<file path="src/rtl/avg_pool.sv">
// Streaming average pool: sums POOL_SIZE signed samples per window and emits sum >>> log2(POOL_SIZE).
// Optional macro AVG_POOL_ROUND_EN adds round-half-up before the shift; default is floor.
module avg_pool #(
    parameter int unsigned  DATA_WIDTH = 16,
    parameter int unsigned  POOL_SIZE  = 8,
    localparam int unsigned SHIFT      = $clog2(POOL_SIZE)
) (
    input  logic                         clk,
    input  logic                         rst,
    input  logic signed [DATA_WIDTH-1:0] in_sample,
    input  logic                         in_valid,
    output logic                         in_ready,
    output logic signed [DATA_WIDTH-1:0] out_sample,
    output logic                         out_valid,
    input  logic                         out_ready,
    output logic [SHIFT-1:0]             win_cnt
);

    localparam int unsigned ACC_W = DATA_WIDTH + SHIFT + 1;

    logic signed [ACC_W-1:0]      acc_q, acc_d;
    logic [SHIFT-1:0]             win_cnt_q, win_cnt_d;
    logic signed [DATA_WIDTH-1:0] out_sample_q, out_sample_d;
    logic                         out_valid_q, out_valid_d;

    logic                         in_xfer;
    logic                         out_xfer;
    logic                         win_done;
    logic signed [ACC_W-1:0]      in_ext;
    logic signed [ACC_W-1:0]      sum;
    logic signed [ACC_W-1:0]      sum_adj;
    logic signed [ACC_W-1:0]      shifted;
    logic                         unused_shift_bits;

    assign in_ready = !out_valid_q || out_ready;
    assign in_xfer  = in_valid && in_ready;
    assign out_xfer = out_valid_q && out_ready;
    assign win_done = (win_cnt_q == SHIFT'(POOL_SIZE - 1));

    assign in_ext = {{(SHIFT + 1){in_sample[DATA_WIDTH-1]}}, in_sample};
    assign sum    = acc_q + in_ext;

`ifdef AVG_POOL_ROUND_EN
    // Half an LSB of the result, giving round-half-toward-+inf after the shift.
    localparam logic signed [ACC_W-1:0] RoundBias = ACC_W'(1) << (SHIFT - 1);
    assign sum_adj = sum + RoundBias;
`else
    assign sum_adj = sum;
`endif

    assign shifted = sum_adj >>> SHIFT;
    // The window sum divided by POOL_SIZE always fits DATA_WIDTH, so the upper bits are redundant.
    assign unused_shift_bits = ^shifted[ACC_W-1:DATA_WIDTH];

    always_comb begin
        acc_d        = acc_q;
        win_cnt_d    = win_cnt_q;
        out_sample_d = out_sample_q;
        out_valid_d  = out_valid_q;

        if (out_xfer) begin
            out_valid_d = 1'b0;
        end

        if (in_xfer) begin
            if (win_done) begin
                out_sample_d = shifted[DATA_WIDTH-1:0];
                out_valid_d  = 1'b1;
                acc_d        = '0;
                win_cnt_d    = '0;
            end else begin
                acc_d     = sum;
                win_cnt_d = win_cnt_q + 1'b1;
            end
        end
    end

    always_ff @(posedge clk) begin
        if (rst) begin
            acc_q        <= '0;
            win_cnt_q    <= '0;
            out_sample_q <= '0;
            out_valid_q  <= 1'b0;
        end else begin
            acc_q        <= acc_d;
            win_cnt_q    <= win_cnt_d;
            out_sample_q <= out_sample_d;
            out_valid_q  <= out_valid_d;
        end
    end

    assign out_sample = out_sample_q;
    assign out_valid  = out_valid_q;
    assign win_cnt    = win_cnt_q;

endmodule

</file>
<file path="config.mk">
export PLATFORM = sky130hd
export DESIGN_NAME = avg_pool
export DESIGN_NICKNAME = d
export VERILOG_FILES = /design/src/rtl/avg_pool.sv
export SDC_FILE = /design/constraint.sdc
export NUM_CORES = 1
export LEC_CHECK = 0
export ABC_AREA = 1
export CAP_MARGIN = 40
export CORE_MARGIN = 1
export CORE_UTILIZATION = 45
export DETAILED_ROUTE_END_ITERATION = 16
export PLACE_DENSITY = 0.77
export RECOVER_POWER = 100
export SETUP_SLACK_MARGIN = 0.05
export SKIP_CTS_REPAIR_TIMING = 1
export SLEW_MARGIN = 20
export SYNTH_ARGS = -nofsm -noshare
export SYNTH_HDL_FRONTEND = slang
export SYNTH_SLANG_ARGS = --single-unit
</file>
<file path="constraint.sdc">
create_clock -name clk -period 3.06 [get_ports clk]
set_input_delay 0.612 -clock clk [delete_from_list [all_inputs] [get_ports clk]]
set_output_delay 0.612 -clock clk [all_outputs]
set_load 0.02 [all_outputs]
</file>
==> results of run 1 <==
## placed cells by master (no fill, tap or decap), types with 4 or more instances in the layout
master / netlist / layout
a21oi_1: 30 / 32
a21oi_2: 6 / 4
clkbuf_8: 0 / 5
clkdlybuf4s50_1: 0 / 19
dfxtp_1: 39 / 39
dlygate4sd3_1: 0 / 21
ha_1: 20 / 20
inv_1: 55 / 55
nand2_1: 114 / 116
nand2_2: 14 / 12
nand3_1: 18 / 18
nand3_2: 7 / 7
nor2_1: 16 / 17
o21a_1: 6 / 6
o21ai_0: 17 / 17
o21bai_1: 9 / 9
xor2_1: 6 / 6
## state kept, by name (all words and copies together), names as in the netlist
| name | flops |
|---|---|
| out_sample | 16 |
| win_cnt | 3 |
| out_valid | 1 |
| acc_q | 19 |
## routing by layer
layer	global-route usage (%)	up-vias	wire [µm]	share of wire, %
li1	-	1310	-	-
met1	28.7	1104	3080	49
met2	35.4	66	2760	44
met3	2.91	7	361	5.7
met4	6.67	0	74	1.2
met5	0	-	0	0
## stage by stage
stage / instance area [µm²] / setup slack [ns] / std cells / hold WS, ns
5_1_grt: 3190 / 0.272 / 502 / 0.491
2_1_floorplan: 2640 / 0.993 / 388 / 0.449
3_3_place_gp: 3110 / 0.411 / 495 / 0.455
3_5_place_dp: 3110 / 0.366 / 495 / 0.462
4_1_cts: 3220 / 0.657 / 502 / 0.475
6_report: 3190 / 0.535 / 502 / 0.471
## where the power goes
group	switching (mW)	internal (mW)	total, mW
Combinational	0.308	0.179	0.487
Clock	0.193	0.239	0.431
Sequential	0.0212	0.542	0.563
Total	0.522	0.959	1.48
## worst min-delay path by stage
stage / end / slack, ns / depth (start not counted)
after CTS: acc_q[10] / 0.47 / 2
after floorplan: acc_q[0] / 0.45 / 2
after detailed placement: acc_q[10] / 0.46 / 2
after global placement: acc_q[4] / 0.45 / 2
after global routing: acc_q[10] / 0.49 / 2
final: acc_q[4] / 0.47 / 2
## final cells by class
class                      instances  area, µm²  area share (%)
clock buffer                       5       68.8            2.16
multi-input combinational        281       1570            49.2
sequential                        39        781            24.5
clock inverter                     2       37.5            1.18
tap                               72       90.1            2.82
inverter                          59        221            6.94
timing repair buffer              44        420            13.2
## worst max-delay path, stage by stage
cell and delay (ns):
clkdlybuf4s50_1 0.45, inv_1 0.04, nand2_1 0.08, nand2_1 0.48
nor2_1 0.32, clkbuf_2 0.41, o21ai_0 0.12, o21bai_1 0.19
inv_1 0.06
## cell families after synthesis
group,count (synthesis)
AO/OA/AOI/OAI,74
XOR/XNOR,8
adder cells (fa/ha/maj),21
buffers and inverters,68
flip-flops,39
AND/OR/NAND/NOR,178
==> results, run 1 <==
- Counting every net in the synthesized netlist gives around 430.
- The number of synthesis warnings is 0.
- In the finished design, the share of the clock period the worst path needs comes to around 83%.
- In this run the worst setup path begins at out_ready.
- The most instantiated flip-flop cell in the synthesis netlist is dfxtp_1.
- The startpoint-to-endpoint class of the critical path is input port to flop.
- The routed design has approximately 6300 µm of wire.
- The number of max-cap violations is 0.
- The number of iterations in the first detailed-routing pass is 4.
- The H-tree generated during clock tree synthesis spans 2 levels.
- The antenna diode count is 0.
- Counting every sink on the clock net gives 39.
- Across all layers, the routed design uses roughly 2500 vias.
- Summing the areas of all compound-gate instances in the mapped netlist gives between 10% and 20% of the synthesized area.
- Dividing total power by cell area gives a power density of around 460 mW/mm².
- The first global-routing pass estimated ~10000 µm of wire.
- The max-slew violation count is 0.
- The floorplan has 27 rows.
- The worst ir drop on vdd is slightly below 0.3 mV.
- The clock tree buffer depth is 2.
- The final hold violation count was 0.
- STA classifies the critical path startpoint as an input port.
- The number of nets in the final layout is roughly 470.
- The worst clock skew on the final layout is 0.0113 ns.
- After floorplanning, the core was sized to cover roughly 0.0056 mm².
- The number of top-level pins is 41.
- For this configuration, the core starts out at a cell density of a little under half.
- The area overhead of the layout relative to synthesis is 20.8%.
- The detailed router finished its first iteration with roughly 130 violations.
- In the final routed layout, each cell accounts on average for between 10 and 15 µm.
- The path type of the worst min-delay path is flop to flop.
- The post-layout utilization of the core is 57.2%.
- The sum of overflow across all layers after global routing is 0.
- In this run the critical register-to-register path is launched from out_valid.
- The static leakage power is between 1.5 and 2 nW.
- Sorting the synthesized cells by area gives the leading types as dfxtp_1 30%, nand2_1 16%, ha_1 9.5%.
- The DRC violation count after routing is 0.
- Entering global routing, the biggest net connects 25 pins.
- Fill cells in the final layout number between 500 and 600.
- The smallest clock period supported by the final layout is computed as between 2 and 3 ns.
- The number of routed nets with antenna violations is 0.
- Following the worst setup path forward leads to its endpoint at out_sample[5].
- The number of setup violations in the final report is 0.
- For the worst setup path, the data required time is around 3.3 ns.
- The total power draw is roughly 1.5 mW.
- In this run the most critical hold path is launched from acc_q[4].
- The actual transition at the worst max-transition pin is slightly above 0.8 ns.
- The synthesized netlist cell count is about 390.
- The arrival time of data at the critical path endpoint is around 2.8 ns.
- The routability congestion estimate from global placement is roughly 0.88.
- The fraction of layout instances using a drive strength above 1 is just under 9%.
- The top achievable clock speed is 396 MHz.
- By count the netlist is led by 114 x nand2_1, 55 x inv_1, 39 x dfxtp_1, 30 x a21oi_1, 20 x ha_1.
- The number of global-route vias before repair came to ~2400.
- The number of flops mapped to enable cells by yosys is 0.
- For the worst-skew pair, the clock arrives at the later sink with an insertion delay of a little under 0.3 ns.
- In the synthesized netlist the async set-or-reset flop fraction comes to 0%.
- Of all nets on the critical path, the largest fanout is 24.
- The synthesized-area fraction occupied by adder cells is around a tenth.
- Using the TritonRoute via totals, the vias-per-cell ratio works out to 4.95.
- The synthesized design contains 39 register bits.
- Headroom to the max-slew limit came out at between 40% and 50%.
- The height of the die is between 70 and 80 µm.
- The total clock buffers created by CTS is 5.
- TritonCTS built the clock tree.
- The die is 78.6 µm wide.
- The number of buffers added on ports is 40.
- After Yosys synthesis, and, or, nand and nor cells account for 30.6% of the synthesized area.
- The largest family of logic cells by synthesized area is simple AND/OR/NAND/NOR gates.
- The area share of the largest cell type after synthesis is 29.6%.
- The synthesized netlist devotes 2.65% of its cell area to XOR and XNOR gates.
- Among all cell types in the netlist, the one instantiated most often is nand2_1.
- The accumulated negative setup slack is 0 ns.
- The die footprint is around 0.0062 mm².
- The worst setup path is captured at a flop.
- The post-synthesis instance area is 0.00264 mm².
- Yosys mapped the design onto 31 distinct sky130hd cell types.
- Detailed placement finished with a half-perimeter wire length of roughly 4800 µm.
- The root buffer cell is clkbuf_8.
- The average instance in the mapped netlist occupies 6.80 µm².
- Setup repair after global routing left no endpoint under its margin.
- The clock-pin slew on the worst setup and hold paths is approximately 0.080 ns.
- The biggest area contributor in the post-synthesis netlist is dfxtp_1.
- The internal reg-to-reg setup slack is 1.02 ns.
- The count of cells along the worst register-to-register path is 7.
- The run finished with clean final reports.
- The mux contribution to synthesized area is 0%.
- The worst register-to-register path ends at out_sample[5].
- The initial antenna violation count is 0.
- The share of the Yosys chip area taken by registers is between 20% and 30%.
- For this run, the total global-route usage over all layers was measured as between 20% and 30%.
No activity file was read; power rests on OpenSTA's default activity.
==> inputs of run 2 (changes only) <==
- clock period: 3.06 -> 2.6 ns (I/O delays scaled with it)
==> run 2 against run 1 <==
Critical path type unchanged. First-iteration DRC count fell by 6.7%. Non-clock buffer count rose by 2. Final area fell by 0.67%. Clock-buffer cell count did not move. Register-to-register slack got worse by 0.39 ns. Worst setup slack got worse by 0.26 ns. Global-route usage fell by 0.19 points. Worst hold slack improved by 0.0031 ns. Final cell count rose by 0.60%. Via count barely moved. Combinational power rose by 16%. Largest power group unchanged.
==> results, run 2 (same netlist as run 1, synthesis figures left out) <==
- The number of placed instances with taps included is 497.
- The initial antenna violation count was 0.
- The number of cells on the worst hold path is 2.
- The fraction of layout instances using a drive strength above 1 is roughly 8.1%.
- The per-cell via count in the routed design is approximately 5.
- The number of buffers added on ports is 40.
- The first detailed-routing pass ran for 4 iterations.
- The area overhead of the layout relative to synthesis is 20.0%.
- The number of top-level pins is 41.
- Adding up every negative setup slack in the final design gives 0 ns.
- Traced cell by cell, the critical path runs through dlygate4sd3_1, ha_1, nand2_2, inv_1, nand2_1, nand2_1, inv_1, nand3_1, or2_0, nand2_1, a21o_1, inv_1.
- The root buffer cell is clkbuf_8.
- In the final routed layout, each cell accounts on average for roughly 12 µm.
- The worst setup path is launched from an input port.
- The count of non-filler cells in the finished layout is roughly 510.
- Entering global routing, the biggest net connects 25 pins.
- The TritonCTS clock tree is built.
- The floorplan step set the die height to slightly below 80 µm.
- The worst ir drop on vdd is between 0.3 and 0.4 mV.
- The count of filler cells inserted in the layout is approximately 540.
- Across all hold checks on the routed design, the worst slack comes to 0.474 ns.
- The die footprint is slightly above 0.006 mm².
- The slowest stage of the critical path is the dlygate4sd3_1 cell.
- The top achievable clock speed is about 430 MHz.
- The start point of the worst min-delay path is acc_q[5].
- The setup slack of the critical path after layout is 0.278 ns.
- For this run, the slowest stage of the critical path takes roughly 0.57 ns.
- The normalized max-slew margin is between 60 and 70%.
- The post-route minimum period is around 2.3 ns.
- The share of the clock period used by the worst path is about nine tenths.
- STA classifies the critical path endpoint as a flop.
- The number of cell rows is 27.
- Across the routed clock network, the largest skew measured is about 0.0054 ns.
- The internal reg-to-reg setup slack is between 0.6 and 0.7 ns.
- Setup repair after global routing left no endpoint under its margin.
- For the worst flop-to-flop path, the logic depth is 15.
- The number of nets in the final layout is between 400 and 500.
- For the worst setup path, the data arrival time is about 2.5 ns.
- The core footprint is 0.00557 mm².
- The first global-routing pass estimated 10300 µm of wire.
- The final hold violation count is 0.
- For this design the static power due to leakage is around 1.7 nW.
- The post-DP HPWL is about 4700 µm.
- The maximum fanout along the worst path is 4.
- At the placement stage, the worst setup path has a slack of between 0.04 and 0.05 ns.
- The number of setup violations in the final report is 0.
- The register with the most flip-flops in the layout has 19 of them.
- The path class of the tightest hold or removal check is flop to flop.
- In this run, the number of DRC markers left after iteration 0 of detailed routing was ~130.
- No sink is reached through more buffers than the 2 on the longest clock path.
- The total clock buffers created by CTS is 5.
- The clock insertion delay at the later pin of the skew report is roughly 0.3 ns.
- The flow ran to the end, and the final reports show no timing, DRC or antenna violations.
- At the end of routability-driven placement, the weighted congestion stood at 0.902.
- Global routing finished with a remaining overflow of 0.
- The detail route stage leaves a number of antenna-violating nets equal to 0.
- For this run, design rule violations remaining after detail routing come to 0.
- Clock-pin slew was measured on the worst setup and hold paths at roughly 0.080 ns.
- The post-layout utilization of the core is 56.8%.
- Summed over all layers, the routed wires come to slightly above 6000 µm.
- At the pin with the least slew margin, the transition time is about 0.52 ns.
- The critical path required time is between 2 and 3 ns.
- The via count is approximately 2500.
- The worst register-to-register path begins at acc_q[0].
- The global router's overall resource usage is 21.3%.
- The worst hold path terminates at acc_q[5].
- The number of H-tree levels is 2.
- The critical register-to-register path endpoint is out_sample[13].
- The initial utilization of the core area, before any placement, comes to 47.4%.
- The total clock sinks is 39.
- The startpoint-to-endpoint class of the critical path is input port to flop.
- The library cell used most frequently in the layout, excluding fill and tap cells, is nand2_1.
- The number of global-route vias before repair is ~2400.
- The library cells used most frequently in the layout, excluding fill and tap cells, are 121 x nand2_1, 55 x inv_1, 39 x dfxtp_1.
- The repair_antennas step left the layout with diodes totalling 0.
- The max-slew violation count is 0.
- The power density normalized to cell area is ~520 mW/mm².
- Across the run, the number of max-cap violations was 0.
- The register with the most flip-flops in the final layout is acc_q.
- The die span in x is about 80 µm.
run 2: changes by cell type in the layout (fill, tap and decap cells not counted), sizes merged:
cell           delta
bufinv            -1
clkbuf            -1
clkinvlp          +1
buf               +3
clkinv            +1
clkdlybuf4s50     -2
dlygate4sd3       +2
run 2: layout make-up:
class                      instances  area [µm²]  share of cell area [%]
tap                               72        90.1                    2.84
sequential                        39         781                    24.6
inverter                          59         221                    6.99
timing repair buffer              46         439                    13.9
clock inverter                     3        20.0                   0.632
multi-input combinational        281        1550                    48.9
clock buffer                       5        68.8                    2.17
run 2: critical path: cells and delay by family:
family / cells / cell delay, ns
compound gates: 1 / 0.12
buf+inv: 4 / 0.71
simple gates: 6 / 0.79
fa+ha+maj: 1 / 0.37
run 2: how the worst max path moves through the flow:
stage / start / end / slack [ns] / depth (start not counted)
global placement: in_sample[0] / out_sample[13] / 0.07 / 16
finish: in_sample[8] / out_sample[7] / 0.28 / 12
CTS: in_sample[0] / out_sample[13] / 0.37 / 16
floorplan: in_sample[0] / out_sample[13] / 0.63 / 15
detailed placement: in_sample[0] / out_sample[13] / 0.04 / 16
global route: in_sample[0] / out_sample[13] / 0.09 / 16
run 2: through the flow:
step,instance area (µm²),total power [mW]
after floorplan,2640,1.09
after global placement,3130,1.23
after detailed placement,3130,1.24
after CTS,3220,1.67
after global routing,3170,1.76
final,3170,1.65
run 2: layer usage:
layer  share of wire (%)  up-vias  GRT usage (%)
met5                   0        -              0
met2                  45       50           34.7
met4                 1.2        0           6.11
li1                    -     1318              -
met1                  49     1110           28.2
met3                 5.4        7           4.19
run 2: power breakdown:
part	internal [mW]	switching (mW)
Clock	0.187	0.239
Combinational	0.208	0.355
Sequential	0.637	0.0244
Total	1.03	0.619
